===== config.mk =====
export PLATFORM = sky130hd
export DESIGN_NAME = seq_divider_ctrl
export DESIGN_NICKNAME = d
export VERILOG_FILES = /design/src/rtl/seq_divider_ctrl.sv
export SDC_FILE = /design/constraint.sdc
export NUM_CORES = 1
export LEC_CHECK = 0
export ABC_AREA = 0
export CAP_MARGIN = 10
export CORE_MARGIN = 2
export CORE_UTILIZATION = 49
export DETAILED_ROUTE_END_ITERATION = 10
export GPL_TIMING_DRIVEN = 0
export PLACE_DENSITY = 0.76
export SETUP_SLACK_MARGIN = 0.2
export SYNTH_ARGS = -nofsm -noshare
export SYNTH_HDL_FRONTEND = slang
export SYNTH_SLANG_ARGS = --single-unit

===== constraint.sdc =====
create_clock -name clk -period 2.4 [get_ports clk]
set_clock_uncertainty 0.1 [all_clocks]
set_input_delay 0.36 -clock clk [delete_from_list [all_inputs] [get_ports clk]]
set_output_delay 0.36 -clock clk [all_outputs]
set_load 0.1 [all_outputs]

===== src/rtl/seq_divider_ctrl.sv =====
// Multi-cycle unsigned restoring divider, one quotient bit per clock.
// Latency N+1 cycles to done_o (1 on divide-by-zero); start_i is ignored while busy_o is high.
module seq_divider_ctrl #(
   parameter  int N  = 16,
   localparam int CW = $clog2(N+1)
) (
   input  logic         clk,
   input  logic         rst_n,
   input  logic         start_i,
   input  logic         clear_i,
   input  logic [N-1:0] dividend_i,
   input  logic [N-1:0] divisor_i,
   output logic         busy_o,
   output logic         done_o,
   output logic         dz_o,
   output logic [N-1:0] quotient_o,
   output logic [N-1:0] remainder_o
);

   typedef enum logic [1:0] {S_IDLE, S_RUN, S_DONE} state_t;

   state_t        r_state;
   state_t        w_state_nxt;
   logic [CW-1:0] r_cnt;
   logic [N-1:0]  r_q;
   logic [N:0]    r_r;
   logic [N-1:0]  r_div;
   logic [N-1:0]  r_quot;
   logic [N-1:0]  r_rem;
   logic          r_dz;

   logic [N:0]    w_r_sh;
   logic [N:0]    w_t;
   logic [N:0]    w_r_nxt;
   logic [N-1:0]  w_q_nxt;
   logic          w_last;

   // Partial remainder stays below the divisor, so N+1 bits hold the trial difference and its sign.
   assign w_r_sh  = {r_r[N-1:0], r_q[N-1]};
   assign w_t     = w_r_sh - {1'b0, r_div};
   assign w_r_nxt = w_t[N] ? w_r_sh : w_t;
   assign w_q_nxt = {r_q[N-2:0], ~w_t[N]};
   assign w_last  = (r_cnt == CW'(N-1));

   always_comb begin
      w_state_nxt = r_state;
      case (r_state)
         S_IDLE: if (start_i) w_state_nxt = (divisor_i == '0) ? S_DONE : S_RUN;
         S_RUN:  if (w_last)  w_state_nxt = S_DONE;
         S_DONE: w_state_nxt = S_IDLE;
         default: w_state_nxt = S_IDLE;
      endcase
      if (clear_i) w_state_nxt = S_IDLE;
   end

   always_ff @(posedge clk or negedge rst_n) begin
      if (!rst_n) r_state <= S_IDLE;
      else        r_state <= w_state_nxt;
   end

   always_ff @(posedge clk or negedge rst_n) begin
      if (!rst_n) begin
         r_cnt  <= '0;
         r_q    <= '0;
         r_r    <= '0;
         r_div  <= '0;
         r_quot <= '0;
         r_rem  <= '0;
         r_dz   <= 1'b0;
      end else if (!clear_i) begin
         case (r_state)
            S_IDLE: begin
               if (start_i) begin
                  r_div <= divisor_i;
                  if (divisor_i == '0) begin
                     r_dz   <= 1'b1;
                     r_quot <= '1;
                     r_rem  <= dividend_i;
                  end else begin
                     r_dz  <= 1'b0;
                     r_q   <= dividend_i;
                     r_r   <= '0;
                     r_cnt <= '0;
                  end
               end
            end
            S_RUN: begin
               r_r   <= w_r_nxt;
               r_q   <= w_q_nxt;
               r_cnt <= r_cnt + CW'(1);
               if (w_last) begin
                  r_quot <= w_q_nxt;
                  r_rem  <= w_r_nxt[N-1:0];
               end
            end
            default: ;
         endcase
      end
   end

   assign busy_o      = (r_state != S_IDLE);
   assign done_o      = (r_state == S_DONE);
   assign dz_o        = r_dz;
   assign quotient_o  = r_quot;
   assign remainder_o = r_rem;

endmodule


==> impl_summary.md <==
Status
The flow ran to the end, but the final reports show violations. The final reports fail on setup timing.

Die
Row generation in the floorplan step produced 36 rows. The die covers 10,700 µm². From bottom edge to top edge, the die measures 103 µm.

The effective utilization at floorplan is 0.499. In this run the horizontal extent of the chip is 103 µm. The total I/O pin count is 71. The floorplan core area is 9680 µm².

Global routing
Entering global routing, the biggest net connects 66 pins. The total global-route track usage is 0.284. The number of global-route vias before repair is 4,456. The global-route wire length before repair is 22,700 µm. The number of antenna violations at the first check in global routing is 0. The overall overflow remaining after global route is 0.

Routing
The first TritonRoute pass finished after 5 iterations. The total number of vias is 4,728. The count of unresolved DRC violations after routing is 0. The violation count after the first detailed-routing iteration is 343.

Dividing the detail-routed wire length by the instance count gives 18.9 µm. The detailed-route vias per instance is 5.74. Summed over all layers, the routed wires come to 15,600 µm. The residual antenna-violating net count after detailed routing is 0.

Logic synthesis
Of the post-synthesis cell area, the dominant cell type holds 0.456. After synthesis the cells add up to 4830 µm². Sorting the synthesized cells by area gives the leading types as dfrtp_1 (46%), nand2_1 (5.9%), o21ai_0 (5.0%), a21oi_1 (4.7%), ha_1 (4.7%). The number of enable-type register cells in the synthesized netlist is 0. For this run, the number of Yosys warnings is 0. For this run, the leading register cell type out of synthesis is dfrtp_1. Sorting the synthesized cells by how often they occur yields dfrtp_1 (88), nand2_1 (76), nor2_1 (59).

The distinct cell type count after synthesis is 62. The synthesized design spends more area on one cell type than any other, namely dfrtp_1. The synthesized instance count is 543. After synthesis the netlist holds a flip-flop and latch count of 88. Of the synthesized area, sequential elements account for 0.456. For this run, asynchronously set or reset flops after synthesis account for 1.00. The most frequently used cell type in the post-synthesis netlist is dfrtp_1. The post-synthesis net count is 598. Dividing the synthesized area by the synthesized cell count gives 8.90 µm².

Critical path
For the worst setup path, the data required time is 2.60 ns. The critical path goes through ha_4, fa_2, nand2b_4, a21oi_4, o31ai_4, buf_4, o21ai_4, mux2i_4, buf_6, buf_6, a22oi_2, a31oi_1. The endpoint class of the critical path is a register. STA classifies the critical path startpoint as a register. The slowest stage of the critical path is the dfrtp_1 cell. In this run the worst setup path begins at r_div[0]. In this run the critical register-to-register path is captured at remainder_o[4].

The register-to-register setup slack is -0.29 ns. The source of the worst register-to-register timing path is r_div[0]. The critical path ends at remainder_o[4]. The top fanout value on the critical path is 7.

The number of cells on the worst reg-to-reg path is 12. The critical path is of the register to register type. The cell that appears most often on the critical path is buf_6. The delay contributed by the slowest stage of the critical path is 0.43 ns. STA puts the critical path data arrival time at 2.89 ns.

Timing
The final period utilization is 1.12. The final count of hold timing violations is 0. The smallest hold slack is 0.190 ns.

Setup slack on the critical path of the routed design comes to -0.292 ns. The clock period minus final worst setup slack is 2.69 ns. The max-slew violation total from the final report came to 0. The maximum achievable frequency is 371 MHz. The total setup violations reported at the end of the flow is 34. The tightest slew margin relative to the limit is 0.344. For the pin with the worst max-slew slack, the measured transition is 0.988 ns. Summed over all failing endpoints, the final setup total negative slack is -7.47 ns. Setup repair after global routing could not meet its margin everywhere.

Pwr
For this design the static power due to leakage is 0.00334 µW. The internal power of the cells totals 4560 µW. Power spread over the standard cell area amounts to 1110 nW/µm².

The share of total power dissipated in the clock network is 0.143. Of the total power, the share spent switching nets is 0.415. In this run the power spent charging and discharging nets is 3230 µW. The part of the total power dissipated in sequential elements is 0.246. Across the VDD grid, the largest voltage drop is 0.000512 V.

Total power for the finished layout comes to 7790 µW. The combinational cell fraction of total power is 0.611.

Cells and area
The growth of design area from synthesis to finish is 44.7%. Once layout is complete, the utilization of the core stands at 0.722. The number of fill cells in the layout is 736. The multi-input combinational cell area is 2900 µm².

The layout net count is 741. The share of cells above drive strength 1 is 0.253. The number of antenna diodes in the final layout is 0. Registers take 2210 µm².

Placement
The weighted congestion reported at the end of routability-driven placement is 0.913. The worst-case setup slack after placement is -0.738 ns. The number of buffers added on ports is 70.

The placed wire-length estimate after detailed placement is 10,400 µm.

Clock tree
The TritonCTS clock tree is yes. The total CTS buffers is 9. The root buffer cell is clkbuf_8. The later-pin clock latency in the skew report is 0.37 ns. No sink is reached through more buffers than the 2 on the longest clock path. The number of sinks driven by the clock tree is 88.

The CTS clock-pin slew for the worst setup and hold paths is 0.11 ns. CTS built an H-tree with a depth of 3.

Worst hold path
The worst min-delay path class is input pin to register. Counting instances, the worst hold path has a depth of 3.

Run
The number of max-cap violations is 0.
==> power groups by stage <==
stage | Combinational [µW] | Clock [µW] | Sequential, µW
CTS | 3930 | 1130 | 1880
floorplan | 2160 | 0 | 1900
detailed placement | 2890 | 0 | 1910
global route | 5020 | 1190 | 1940
global placement | 2820 | 0 | 1900
finish | 4760 | 1120 | 1920
==> flip-flops by register name, indices dropped and copies added (netlist names) <==
register / flops
dz_o: 1
r_r: 16
r_state: 2
remainder_o: 16
quotient_o: 16
r_q: 16
r_div: 16
r_cnt: 5
==> what timing repair did <==
action	4_1_cts	5_1_grt
setup endpoints to repair	104	83
gates resized for setup	121	62
pin swaps	14	32
gates cloned	0	1
hold buffers	1	0
buffers inserted	36	24
endpoints found under the hold margin	23	0
==> layout make-up <==
cell class / count / area share
Buffer: 28 / 0.0292
Clock inverter: 6 / 0.0107
Tap cell: 133 / 0.0238
Timing Repair Buffer: 133 / 0.174
Multi-Input combinational cell: 402 / 0.414
Inverter: 24 / 0.0129
Sequential cell: 88 / 0.315
Clock buffer: 10 / 0.0197
==> layout by cell type, fill, tap and decap left out, types with 9 or more instances in the layout <==
cell type         n
a21oi_1          40
a31oi_1          13
dfrtp_1          85
nand2_1          72
dlygate4sd2_1    33
o21ai_1          16
nor2_1           57
o21ai_0          31
ha_1              9
inv_1            18
clkdlybuf4s50_1  33
clkbuf_1         10
buf_4            50
buf_6            18
clkbuf_8         10
a21o_1           19
==> stage by stage <==
stage / cell area (µm²) / std cells
after CTS: 6560 / 800
after detailed placement: 5820 / 747
after global routing: 6990 / 824
after global placement: 5790 / 746
after floorplan: 4920 / 543
final: 6990 / 824
==> how the worst min path moves through the flow <==
stage | from | endpoint | slack (ns)
floorplan | rst_n | dz_o | -0.04
global placement | dz_o | dz_o | 0.37
detailed placement | rst_n | r_div[12] | 0.19
CTS | rst_n | r_div[12] | 0.35
global route | divisor_i[4] | r_div[4] | 0.25
finish | divisor_i[4] | r_div[4] | 0.19
==> metal layers <==
layer / vias up / share of wire / global-route usage
met5: - / 0 / 0
met4: 0 / 0.032 / 0.0891
met3: 47 / 0.059 / 0.0336
met2: 209 / 0.49 / 0.485
met1: 2272 / 0.42 / 0.379
li1: 2200 / - / -
==> kinds of logic (layout without fill, tap and decap cells) <==
group	after synthesis	after routing	synth area share
simple gates	186	186	0.171
compound gates	171	171	0.221
flops	88	88	0.456
buf+inv	53	201	0.0448
fa+ha+maj	19	19	0.0507
mux	15	15	0.0349
xor+xnor	11	11	0.0215
==> critical path, delay by kind of cell (launching register included) <==
| kind | cells | cell delay (ns) |
|---|---|---|
| simple gates | 1 | 0.17 |
| buf+inv | 3 | 0.45 |
| compound gates | 5 | 0.67 |
| fa+ha+maj | 2 | 0.53 |
| flops | 1 | 0.43 |
| mux | 1 | 0.28 |
No activity file was read; power rests on OpenSTA's default activity.
